[config.mk]
export PLATFORM = sky130hd
export DESIGN_NAME = alu_seq
export DESIGN_NICKNAME = d
export VERILOG_FILES = /design/src/rtl/alu_seq.sv
export SDC_FILE = /design/constraint.sdc
export NUM_CORES = 1
export LEC_CHECK = 0
export CORE_AREA = 8 8 133 135
export CTS_CLUSTER_SIZE = 10
export DETAILED_ROUTE_END_ITERATION = 12
export DIE_AREA = 0 0 141 143
export SETUP_SLACK_MARGIN = 0.1
export SYNTH_ARGS = -nofsm -noshare
export SYNTH_HDL_FRONTEND = slang
export SYNTH_SLANG_ARGS = --single-unit
[constraint.sdc]
create_clock -name phi1 -period 7.23 [get_ports phi1]
set_clock_uncertainty 0.1 [all_clocks]
set_input_delay 0.723 -clock phi1 [delete_from_list [all_inputs] [get_ports phi1]]
set_output_delay 0.723 -clock phi1 [all_outputs]
set_load 0.02 [all_outputs]
[src/rtl/alu_seq.sv]
// alu_seq: handshaked 6502-style arithmetic unit with N/V/Z/C generation
// and an optional per-digit BCD correction step for ADC/SBC.
// Handshake: start is sampled only in IDLE. busy is high in EXEC/ADJ.
// done pulses for one cycle in DONE. result/status_out/result_we/illegal
// are valid while done is high and are held until the next accepted start.
module alu_seq #(
    parameter int WIDTH  = 8,
    parameter bit DEC_EN = 1'b1
) (
    input  logic             phi1,
    input  logic             reset,
    input  logic             start,
    input  logic [3:0]       op,
    input  logic [WIDTH-1:0] a,
    input  logic [WIDTH-1:0] b,
    input  logic [7:0]       status_in,
    input  logic             dec_mode,
    output logic             busy,
    output logic             done,
    output logic [WIDTH-1:0] result,
    output logic [7:0]       status_out,
    output logic             result_we,
    output logic             illegal,
    output logic [1:0]       state_dbg
);

    typedef enum logic [1:0] {S_IDLE, S_EXEC, S_ADJ, S_DONE} state_e;

    localparam int MSB = WIDTH - 1;
    localparam logic [WIDTH-1:0] ONE = WIDTH'(1);

    localparam logic [3:0] OP_ADC = 4'h0, OP_SBC = 4'h1, OP_AND = 4'h2,
                           OP_ORA = 4'h3, OP_EOR = 4'h4, OP_ASL = 4'h5,
                           OP_LSR = 4'h6, OP_ROL = 4'h7, OP_ROR = 4'h8,
                           OP_INC = 4'h9, OP_DEC = 4'hA, OP_CMP = 4'hB,
                           OP_BIT = 4'hC;

    state_e           state_q, state_d;
    logic [3:0]       op_q, op_d;
    logic [WIDTH-1:0] a_q, a_d, b_q, b_d;
    logic [7:0]       p_q, p_d;
    logic             dec_q, dec_d;
    logic [WIDTH-1:0] result_q, result_d;
    logic [7:0]       status_q, status_d;
    logic             result_we_q, result_we_d;
    logic             illegal_q, illegal_d;

    logic [WIDTH-1:0] bin_res;
    logic [7:0]       bin_p;
    logic             bin_we, bin_ill, nz_upd;
    logic [WIDTH-1:0] bp;
    logic [WIDTH:0]   sum, diff, dec_sum;

    // Decimal add/subtract digit by digit; returns {carry, result}.
    // For subtraction the carry is "no borrow", matching the 6502 C flag.
    function automatic logic [WIDTH:0] bcd_calc(input logic [WIDTH-1:0] x,
                                                 input logic [WIDTH-1:0] y,
                                                 input logic cin,
                                                 input logic sub);
        logic [WIDTH-1:0] r;
        logic             c;
        logic [4:0]       s;
        logic [3:0]       yd;
        r = '0;
        c = cin;
        for (int i = 0; i < WIDTH / 4; i++) begin
            yd = sub ? ~y[4*i +: 4] : y[4*i +: 4];
            s  = {1'b0, x[4*i +: 4]} + {1'b0, yd} + {4'b0, c};
            if (sub) begin
                c = s[4];
                r[4*i +: 4] = c ? s[3:0] : s[3:0] - 4'd6;
            end else begin
                if (s > 5'd9) s = s + 5'd6;
                c = s[4];
                r[4*i +: 4] = s[3:0];
            end
        end
        return {c, r};
    endfunction

    // Binary datapath: result and flags for the latched operation.
    always_comb begin
        bp      = (op_q == OP_SBC) ? ~b_q : b_q;
        sum     = {1'b0, a_q} + {1'b0, bp} + {{WIDTH{1'b0}}, p_q[0]};
        diff    = {1'b0, a_q} - {1'b0, b_q};
        dec_sum = bcd_calc(a_q, b_q, p_q[0], op_q == OP_SBC);
        bin_res = '0;
        bin_p   = p_q | 8'h20;
        bin_we  = 1'b1;
        bin_ill = 1'b0;
        nz_upd  = 1'b1;
        case (op_q)
            OP_ADC, OP_SBC: begin
                bin_res  = sum[MSB:0];
                bin_p[0] = sum[WIDTH];
                bin_p[6] = (a_q[MSB] == bp[MSB]) && (sum[MSB] != a_q[MSB]);
            end
            OP_AND: bin_res = a_q & b_q;
            OP_ORA: bin_res = a_q | b_q;
            OP_EOR: bin_res = a_q ^ b_q;
            OP_ASL: begin bin_res = {a_q[MSB-1:0], 1'b0};    bin_p[0] = a_q[MSB]; end
            OP_ROL: begin bin_res = {a_q[MSB-1:0], p_q[0]};  bin_p[0] = a_q[MSB]; end
            OP_LSR: begin bin_res = {1'b0, a_q[MSB:1]};      bin_p[0] = a_q[0];   end
            OP_ROR: begin bin_res = {p_q[0], a_q[MSB:1]};    bin_p[0] = a_q[0];   end
            OP_INC: bin_res = a_q + ONE;
            OP_DEC: bin_res = a_q - ONE;
            OP_CMP: begin
                bin_res  = a_q;
                nz_upd   = 1'b0;
                bin_we   = 1'b0;
                bin_p[0] = ~diff[WIDTH];
                bin_p[1] = (a_q == b_q);
                bin_p[7] = diff[MSB];
            end
            OP_BIT: begin
                bin_res  = a_q;
                nz_upd   = 1'b0;
                bin_we   = 1'b0;
                bin_p[1] = ((a_q & b_q) == '0);
                bin_p[7] = b_q[MSB];
                bin_p[6] = b_q[MSB-1];
            end
            default: begin
                nz_upd  = 1'b0;
                bin_we  = 1'b0;
                bin_ill = 1'b1;
            end
        endcase
        if (nz_upd) begin
            bin_p[7] = bin_res[MSB];
            bin_p[1] = (bin_res == '0);
        end
    end

    // Sequencer: operand capture, binary execute, optional BCD adjust, done.
    always_comb begin
        state_d     = state_q;
        op_d        = op_q;
        a_d         = a_q;
        b_d         = b_q;
        p_d         = p_q;
        dec_d       = dec_q;
        result_d    = result_q;
        status_d    = status_q;
        result_we_d = result_we_q;
        illegal_d   = illegal_q;
        case (state_q)
            S_IDLE: begin
                if (start) begin
                    op_d    = op;
                    a_d     = a;
                    b_d     = b;
                    p_d     = status_in;
                    dec_d   = dec_mode;
                    state_d = S_EXEC;
                end
            end
            S_EXEC: begin
                result_d    = bin_res;
                status_d    = bin_p;
                result_we_d = bin_we;
                illegal_d   = bin_ill;
                if (DEC_EN && dec_q && (op_q == OP_ADC || op_q == OP_SBC))
                    state_d = S_ADJ;
                else
                    state_d = S_DONE;
            end
            S_ADJ: begin
                // V stays from the binary intermediate; C/Z/N follow the digits.
                result_d    = dec_sum[MSB:0];
                status_d[0] = dec_sum[WIDTH];
                status_d[1] = (dec_sum[MSB:0] == '0);
                status_d[7] = dec_sum[MSB];
                state_d     = S_DONE;
            end
            default: state_d = S_IDLE;
        endcase
    end

    // State and output registers with synchronous reset.
    always_ff @(posedge phi1) begin
        if (reset) begin
            state_q     <= S_IDLE;
            op_q        <= 4'h0;
            a_q         <= '0;
            b_q         <= '0;
            p_q         <= 8'h00;
            dec_q       <= 1'b0;
            result_q    <= '0;
            status_q    <= 8'h20;
            result_we_q <= 1'b0;
            illegal_q   <= 1'b0;
        end else begin
            state_q     <= state_d;
            op_q        <= op_d;
            a_q         <= a_d;
            b_q         <= b_d;
            p_q         <= p_d;
            dec_q       <= dec_d;
            result_q    <= result_d;
            status_q    <= status_d;
            result_we_q <= result_we_d;
            illegal_q   <= illegal_d;
        end
    end

    assign busy       = (state_q == S_EXEC) || (state_q == S_ADJ);
    assign done       = (state_q == S_DONE);
    assign result     = result_q;
    assign status_out = status_q;
    assign result_we  = result_we_q;
    assign illegal    = illegal_q;
    assign state_dbg  = state_q;

endmodule

## Word-level counts from Yosys, hierarchy flattened

Index checks and enable logic that the tools add are counted.

| word-level totals | value |
|---|---|
| flip-flop bits (word level) | 48 |
| input bits | 32 |
| output and inout port bits | 22 |
| word-level logic and storage cells | 95 |

| operators by class | value |
|---|---|
| add/subtract/negate cells | 13 |
| $lt $le $gt $ge | 2 |
| equality and inequality tests | 19 |
| muxes and demuxes | 26 |
| bitwise gates (word level) | 7 |
| reduce and logical (&&, ||, !) cells | 17 |

Operator list:

| operator | count |
|---|---|
| 8-bit one-hot mux with 11 select lines | 1 |
| 8-bit logical NOT | 3 |
| 4-bit two-way mux | 6 |
| 4-bit == test (second input constant) | 5 |
| 4-bit by 3-bit == test with 1-bit output (second input constant) | 4 |
| 8-bit one-hot mux with 2 select lines | 1 |
| 13-bit OR reduction | 1 |
| 11-bit OR reduction | 1 |
| 4-bit by 4-bit adder with 5-bit output | 2 |
| 5-bit by 1-bit adder with 5-bit output | 2 |
| 5-bit by 3-bit adder with 5-bit output (second input constant) | 2 |
| 5-bit by 4-bit greater-than comparator with 1-bit output (second input constant) | 2 |
| 5-bit two-way mux | 2 |
| 8-bit by 8-bit adder with 9-bit output | 1 |
| 9-bit by 1-bit adder with 9-bit output | 1 |
| 8-bit by 8-bit subtractor with 9-bit output | 1 |
| 8-bit by 1-bit adder with 8-bit output (second input constant) | 1 |
| 8-bit AND | 1 |
| 4-bit by 2-bit == test with 1-bit output (second input constant) | 2 |
| 8-bit == test | 1 |
| 8-bit two-way mux | 1 |
| 4-bit NOT | 2 |
| 8-bit NOT | 1 |
| 8-bit bitwise OR | 1 |
| other kinds (23) | 39 |

## Logic depth before layout (Yosys ltp)

Gate-level depths: netlist of run 1.

| depth | value |
|---|---|
| word-level depth | 13 |
| gate-level depth with buffers | 25 |
| depth with buffers taken out | 23 |

## Worst setup path after synthesis of run 1

OpenSTA, ideal clock, no wires.

| timing | value |
|---|---|
| kind | reg2reg |
| from | register op_q[1] |
| to | register status_q[1], in the netlist status_out[1] |
| library setup time | 0.087 ns |
| arrival time | 5.362 ns |
| data required time | 7.043 ns |
| path slack | 1.681 ns |
| stages on the path, launching flop included | 25 |
| buffers on the path | 2 |
| clock period less this slack | 5.549 ns |
| cells stage by stage | dfxtp_1 buf_2 nor4b_4 buf_2 xnor2_1 fa_1 fa_1 xor2_1 ha_1 nand2b_1 a32oi_1 nand2_1 mux2i_1 fa_1 inv_1 fa_1 xnor2_1 inv_1 ha_1 nor2_1 o21ai_0 a311oi_1 nand4b_1 o31a_1 o31ai_1 |

| between the ends | value |
|---|---|
| longest elaborated chain between the ends | 13 |
| elaborated cells between the ends (all ways) | 45 |
| classes of those cells | 10 x add/sub; 2 x order compare; 12 x eq/ne; 15 x mux; 6 x reduce/logical |

Ends and longest elaborated chain:

| what | line | source |
|---|---|---|
| start, declared | 39 | `logic [3:0] op_q, op_d;` |
| start signal, assigned | 195 | `op_q <= op_d;` |
| 4-bit by 1-bit == test with 1-bit output | 83, 86, 92 |  |
| 4-bit two-way mux | 67 | `yd = sub ? ~y[4*i +: 4] : y[4*i +: 4];` |
| 4-bit by 4-bit adder with 5-bit output | 68 | `s = {1'b0, x[4*i +: 4]} + {1'b0, yd} + {4'b0, c};` |
| 5-bit by 1-bit adder with 5-bit output | 68 |  |
| 5-bit by 3-bit adder with 5-bit output or 5-bit by 4-bit greater-than comparator with 1-bit output (tied branches) | 73 | `if (s > 5'd9) s = s + 5'd6;` |
| 5-bit two-way mux | 73 |  |
| 1-bit two-way mux | 69 | `if (sub) begin` |
| 5-bit by 1-bit adder with 5-bit output | 68 |  |
| 5-bit by 3-bit adder with 5-bit output (tied with other cells) | 73 |  |
| 5-bit two-way mux or 4-bit two-way mux (tied branches) | 73, 71 |  |
| 4-bit two-way mux | 69 |  |
| 8-bit logical NOT | 172 | `status_d[1] = (dec_sum[MSB:0] == '0);` |
| 2-bit one-hot mux with 2 select lines (*) | 147 | `case (state_q)` |
| end signal, assigned | 201 | `status_q <= status_d;` |
| end, declared | 44 | `logic [7:0] status_q, status_d;` |

Mark *: on every way between the ends. The rest lies on a longest branch, timed or not.
A chain may end at the register's enable or synchronous reset.

## Final worst setup path of run 1

| timing | value |
|---|---|
| from | register op_q[3] |
| to | register status_q[1], in the netlist status_out[1] |

Same word-level chain as after synthesis.

==> results of run 1 <==
cell usage after synthesis (10+ instances only):
cell,count
xnor2_1,15
mux2i_1,16
nand2b_1,12
a21oi_1,69
nor2_1,45
o21ai_0,17
inv_1,39
ha_1,46
clkbuf_1,18
nand2_1,89
dfxtp_1,47
nor3_1,10
sequential cells by signal, summed over array words and instances, names as in the netlist:
register and flops:
dec_q 1, illegal 1, b_q 8, a_q 8, state_dbg 2, op_q 4
result 8, status_out 7, p_q 7, result_we 1
worst max-delay path, stage by stage (launching register included):
cell and delay, ps:
dfxtp_1 340, nor4b_4 370, buf_4 330, xnor2_1 180, inv_1 80, fa_1 470, xor2_1 450, ha_1 230
nand2b_1 50, a32oi_1 420, nand2_1 100, mux2i_1 180, fa_1 210, inv_1 60, fa_1 390, xnor2_1 330
inv_1 130, ha_1 230, nor2_1 140, o21ai_0 100, a311oi_1 410, nand4b_1 160, o31a_1 270, o31ai_1 60
cell type report:
class / count / area, um2 / area share (%)
timing repair buffer: 58 / 558 / 10.6
tap: 216 / 270 / 5.16
sequential: 47 / 941 / 17.9
multi-input combinational: 468 / 3180 / 60.7
inverter: 41 / 154 / 2.94
clock buffer: 5 / 125 / 2.39
clock inverter: 2 / 13.8 / 0.263
layout by cell type, fill, tap and decap left out, drive strengths merged, types with 5 or more instances in the layout:
cell,instances
dfxtp,47
a21o,5
a211oi,9
or3,6
nand2,89
nor2b,8
buf,8
xor2,5
nand3,6
a221oi,5
nor3,10
nor4,6
nand2b,12
mux2i,16
a21oi,69
o211ai,5
fa,5
inv,40
xnor2,15
clkdlybuf4s50,50
clkbuf,5
nor2,45
a311oi,5
o21ai,20
nand4,5
ha,46
through the flow:
| step | setup WS [ps] | std cells |
|---|---|---|
| 6_report | 1360 | 837 |
| 5_1_grt | 893 | 837 |
| 4_1_cts | 1370 | 837 |
| 3_5_place_dp | 1410 | 830 |
| 3_3_place_gp | 1480 | 830 |
| 2_1_floorplan | 1680 | 588 |
metal layers:
layer / routed length (um) / global-route usage (%) / vias to the layer above
met5: 0 / 0 / -
met4: 255 / 4.07 / 0
met3: 676 / 2.00 / 20
met2: 6120 / 21.0 / 150
met1: 6060 / 17.2 / 1980
li1: - / - / 2159
power breakdown:
part | switching, mW | leakage [nW] | internal, mW
combinational | 0.748 | 1.59 | 0.516
clock | 0.104 | 0.0696 | 0.126
sequential | 0.0691 | 0.385 | 0.324
total | 0.921 | 2.04 | 0.967
logic make-up (layout without fill, tap and decap cells):
| kind of cell | count (synthesis) | after routing | synth area share (%) |
|---|---|---|---|
| and+or+nand+nor | 205 | 205 | 21.9 |
| AOI/OAI and AO/OA | 172 | 172 | 26.4 |
| DFF | 47 | 47 | 21.3 |
| buffers and inverters | 73 | 106 | 6.63 |
| xor gates and xnor gates | 20 | 20 | 3.97 |
| adders and majority gates | 51 | 51 | 15.3 |
| other | 1 | 1 | 0.0850 |
| muxes | 19 | 19 | 4.39 |
worst max-delay path by stage:
| stage | depth (start not counted) | start | slack (ps) | to |
|---|---|---|---|---|
| CTS | 23 | op_q[3]$_SDFFE_PP0P_ | 1370 | status_out[1]$_SDFFE_PP0P_ |
| detailed placement | 23 | op_q[3]$_SDFFE_PP0P_ | 1410 | status_out[1]$_SDFFE_PP0P_ |
| global placement | 23 | op_q[3]$_SDFFE_PP0P_ | 1480 | status_out[1]$_SDFFE_PP0P_ |
| floorplan | 24 | op_q[1]$_SDFFE_PP0P_ | 1680 | status_out[1]$_SDFFE_PP0P_ |
| finish | 23 | op_q[3]$_SDFFE_PP0P_ | 1360 | status_out[1]$_SDFFE_PP0P_ |
| global route | 23 | op_q[3]$_SDFFE_PP0P_ | 890 | status_out[1]$_SDFFE_PP0P_ |
==> summary.md, run 1 <==
| Metric | Value |
|---|---|
| Hold depth | `2` |
| Tightest Hold Check Type | `reg -> reg` |
| Achievable clock frequency | `170 MHz` |
| Ant. Diodes | `0` |
| # setup viols final | `0` |
| Worst-path fanout max | `18` |
| Core area | `15600 um2` |
| Synthesized instance count | `588` |
| Vias in the first global route | `4006` |
| WHS Endpoint | `p_q[2]$_SDFFE_PP0P_` |
| Synth unique cells | `71` |
| Tot Pwr | `1.89 mW` |
| Reg2reg end | `status_out[1]$_SDFFE_PP0P_` |
| Worst IR drop on VDD | `0.000124 V` |
| Synth Flop Type | `dfxtp_1` |
| Seq cells post-synth | `47` |
| Post-synth EDFFs | `0` |
| Initial drt markers | `476` |
| Worst Setup Path Type | `reg -> reg` |
| Post-CTS sizing | `0` |
| Initial antenna violation count | `0` |
| DIE AREA | `20200 um2` |
| TritonCTS Sinks | `47` |
| Drt drc | `0` |
| Dpl cell area | `5100 um2` |
| Final Max Slew Viols | `0` |
| Routed vias/inst | `5.15` |
| Synth Cell Area | `4410 um2` |
| Num rows | `46` |
| Area growth from synthesis to layout | `18.8%` |
| Layout cell share with drive strength beyond 1 | `4.35%` |
| Initial Util | `28.3%` |
| DR WL/cell | `15.7 um` |
| Sum Neg Setup Slack | `0 ps` |
| Ys async rst share | `0%` |
| Status | `finished clean` |
| Power Dens Cells | `360 nW/um2` |
| Top cell type's share of synthesized area | `21.3%` |
| Post-DP HPWL | `9910 um` |
| Clk_lat worst skew | `290 ps` |
| R2R Setup Slk | `1360 ps` |
| Detail Route Antenna Nets | `0` |
| Num CTS Buffers | `5` |
| Reg2Reg Depth | `23` |
| I/O Buffers | `51` |
| Routed via count | `4309` |
| CP startpoint kind | `flop` |
| Reg-to-reg startpoint | `op_q[3]$_SDFFE_PP0P_` |
| RSZ-0062 raised after global routing | `false` |
| Clock Tree Buf Depth | `2` |
| Leak | `2.04 nW` |
| Filler cell count | `1652` |
| Worst-path clk slew | `70 ps` |
| Tcrit/Tclk final | `81.2%` |
| Max-cap check violation count | `0` |
| Post-CTS Setup Inserts | `0` |
| Yosys warns | `0` |
| Hold Buf Count CTS | `0` |
| H-tree depth | `2` |
| Final hold violations | `0` |
| GRT overflow | `0` |
| Clock Tree Root | `clkbuf_16` |
| Critical Path Sink Type | `flop` |
| Mapped Avg Cell Area | `7.51 um2` |
| Syn nets | `671` |
| CTS tree | `built` |
| Layout Utilization | `33.6%` |
| Wire length of the first global-routing pass | `21300 um` |
| GRT Total Usage | `12.9%` |
| WP data arrival | `5980 ps` |
| Worst slew pin tran | `936 ps` |
| Layout Nets | `704` |
| Post-route cell area | `5240 um2` |
| Final GP Congestion | `0.922` |
| Routed WL | `13100 um` |
| Part of the Yosys area used for sequential elements | `21.3%` |
| Ports | `54` |
| Width of the die | `141 um` |
| Worst hold margin | `356 ps` |
| Synth top area cells | `dfxtp_1 21%, ha_1 13%, a21oi_1 7.8%` |
| Largest net degree at the start of global routing | `49` |
| Largest area contributor in the synthesized netlist | `dfxtp_1` |
| Die height | `143 um` |
| Post-layout min period | `5870 ps` |
| Slew headroom | `36.0%` |
| HP Start | `p_q[2]$_SDFFE_PP0P_` |
| DRT Pass-1 Iters | `5` |
| Critical Path RT | `7340 ps` |
Power figures use the tool's default switching activity.
==> run 2, diff against run 1 <==
Clock period 7.23 ns to 4.85 ns, I/O delays scaled along.
==> summary.md, run 2 (same netlist as run 1, synthesis figures left out) <==
| Metric | Value |
|---|---|
| Commonest non-fill, non-tap cells in the layout | `89 x nand2_1, 67 x a21oi_1, 50 x clkdlybuf4s50_1` |
| TritonCTS Sinks | `47` |
| Routed via count | `4443` |
| Dpl cell area | `5320 um2` |
| Largest net degree at the start of global routing | `49` |
| Final hold violations | `0` |
| Pre-CTS setup slack | `-94.7 ps` |
| Sequential power share | `17.9%` |
| Critical path's largest stage delay | `430 ps` |
| WP data arrival | `5040 ps` |
| Worst slew pin tran | `946 ps` |
| Detail Route Antenna Nets | `0` |
| Initial antenna violation count | `0` |
| Width of the die | `141 um` |
| Routed vias/inst | `5.14` |
| Post-layout min period | `4930 ps` |
| Switching share of power | `47.0%` |
| Worst-path clk slew | `70 ps` |
| Failing checks | `negative setup slack` |
| Final GP Congestion | `0.918` |
| Hold Buf Count CTS | `0` |
| Comb pwr share | `70.7%` |
| Initial Util | `28.3%` |
| Status | `finished with violations` |
| Most common cell after layout, fill and taps aside | `nand2_1` |
| Achievable clock frequency | `203 MHz` |
| CP Cell Sequence | `nor4b_4 -> xnor2_2 -> fa_2 -> fa_2 -> xor2_4 -> ha_2 -> nand2b_1 -> a32oi_2 -> nand2_1 -> mux2i_1 -> fa_2 -> inv_2 -> fa_2 -> xnor2_2 -> inv_2 -> ha_4 -> nand2b_4 -> a41o_1 -> buf_4 -> o21ai_2 -> xnor2_1 -> nand3_1 -> o31a_1 -> o31ai_1` |
| Vias in the first global route | `4227` |
| Ports | `54` |
| Clock power frac | `11.4%` |
| Drt drc | `0` |
| RSZ-0062 raised after global routing | `true` |
| Routed WL | `13500 um` |
| Wire length of the first global-routing pass | `21800 um` |
| Tcrit/Tclk final | `102%` |
| GRT overflow | `0` |
| Num rows | `46` |
| GRT Total Usage | `13.2%` |
| Critical Path Sink Type | `flop` |
| Tot Pwr | `3.18 mW` |
| Cell seen most often among critical-path stages | `fa_2` |
| Final Max Slew Viols | `0` |
| DRT Pass-1 Iters | `6` |
| Post-route cell area | `5610 um2` |
| # setup viols final | `3` |
| DR WL/cell | `15.6 um` |
| Fin cells | `864` |
| Clock Tree Root | `clkbuf_16` |
| Worst Setup Path Type | `reg -> reg` |
| Leak | `2.21 nW` |
| Core area | `15600 um2` |
| Setup WS post-layout | `-84.1 ps` |
| Power Dens Cells | `566 nW/um2` |
| DIE AREA | `20200 um2` |
| Layout Utilization | `36.0%` |
| Clock Tree Buf Depth | `2` |
| Layout cell share with drive strength beyond 1 | `12.5%` |
| Slew headroom | `37.0%` |
| Num CTS Buffers | `5` |
| Tightest Hold Check Type | `reg -> reg` |
| CTS tree | `built` |
| P_sw | `1.49 mW` |
| Die height | `143 um` |
| Internal power | `1.68 mW` |
| Worst-path fanout max | `4` |
| Post-DP HPWL | `10300 um` |
| Critical Path RT | `4960 ps` |
| Post-Place Cells | `852` |
| Initial drt markers | `348` |
| Area growth from synthesis to layout | `27.0%` |
| Ant. Diodes | `0` |
| Clk_lat worst skew | `290 ps` |
| Max-cap check violation count | `0` |
| Worst IR drop on VDD | `0.000228 V` |
| Slowest-stage cell, CP | `fa_2` |
| Layout Nets | `731` |
| H-tree depth | `2` |
| I/O Buffers | `51` |
| CP startpoint kind | `flop` |
## run 2: worst paths after layout
path / from / to / slack [ps] / cells after the start
hold / removal: p_q[6]$_SDFFE_PP0P_ / p_q[6]$_SDFFE_PP0P_ / 360 / 2
setup reg to reg: op_q[1]$_SDFFE_PP0P_ / status_out[1]$_SDFFE_PP0P_ / -80 / 24
setup / recovery: op_q[1]$_SDFFE_PP0P_ / status_out[1]$_SDFFE_PP0P_ / -80 / 24
hold reg to reg: p_q[6]$_SDFFE_PP0P_ / p_q[6]$_SDFFE_PP0P_ / 360 / 2
## run 2: final cells by class
| type | count | area, um2 |
|---|---|---|
| Clock buffer | 6 | 139 |
| Sequential cell | 47 | 942 |
| Fill cell | 1643 | 9990 |
| Clock inverter | 1 | 8.76 |
| Inverter | 41 | 154 |
| Timing Repair Buffer | 85 | 761 |
| Multi-Input combinational cell | 468 | 3330 |
| Tap cell | 216 | 270 |
## run 2: power groups by stage
stage	Sequential (mW)	Combinational (mW)	Clock [mW]
global route	0.583	2.47	0.385
CTS	0.568	2.12	0.368
finish	0.567	2.25	0.362
floorplan	0.626	1.34	0
global placement	0.576	2.06	0
detailed placement	0.575	2.06	0
## run 2: what timing repair did
action | in CTS | in global routing
endpoints found under the setup margin | 5 | 6
hold endpoints to repair | 0 | 0
gates resized for setup | 7 | 18
setup buffers | 3 | 2
pin swaps | 4 | 9
## run 2: per-stage QoR
step,TNS [ps],hold slack (ps)
2_1_floorplan,-813,336
3_3_place_gp,-45.1,346
3_5_place_dp,-182,349
4_1_cts,-336,359
5_1_grt,-1330,376
6_report,-149,355
## run 2: critical path: cells and delay by family, from the launching register on
| family | cells | cell delay, ps |
|---|---|---|
| adder cells (fa/ha/maj) | 6 | 1750 |
| AO/OA/AOI/OAI | 5 | 920 |
| buffers and inverters | 3 | 270 |
| flip-flops | 1 | 330 |
| multiplexers | 1 | 180 |
| AND/OR/NAND/NOR | 5 | 680 |
| XOR/XNOR | 4 | 630 |
## run 2: metal layers
layer  part of all wire, %  vias to the layer above  GRT usage, %  wire, um
met5                     0                        -             0         0
met4                   2.7                        0          3.79       365
met3                   4.3                       28          1.50       574
met2                    47                      130          22.3      6330
met1                    46                     2071          17.3      6210
li1                      -                     2214             -         -
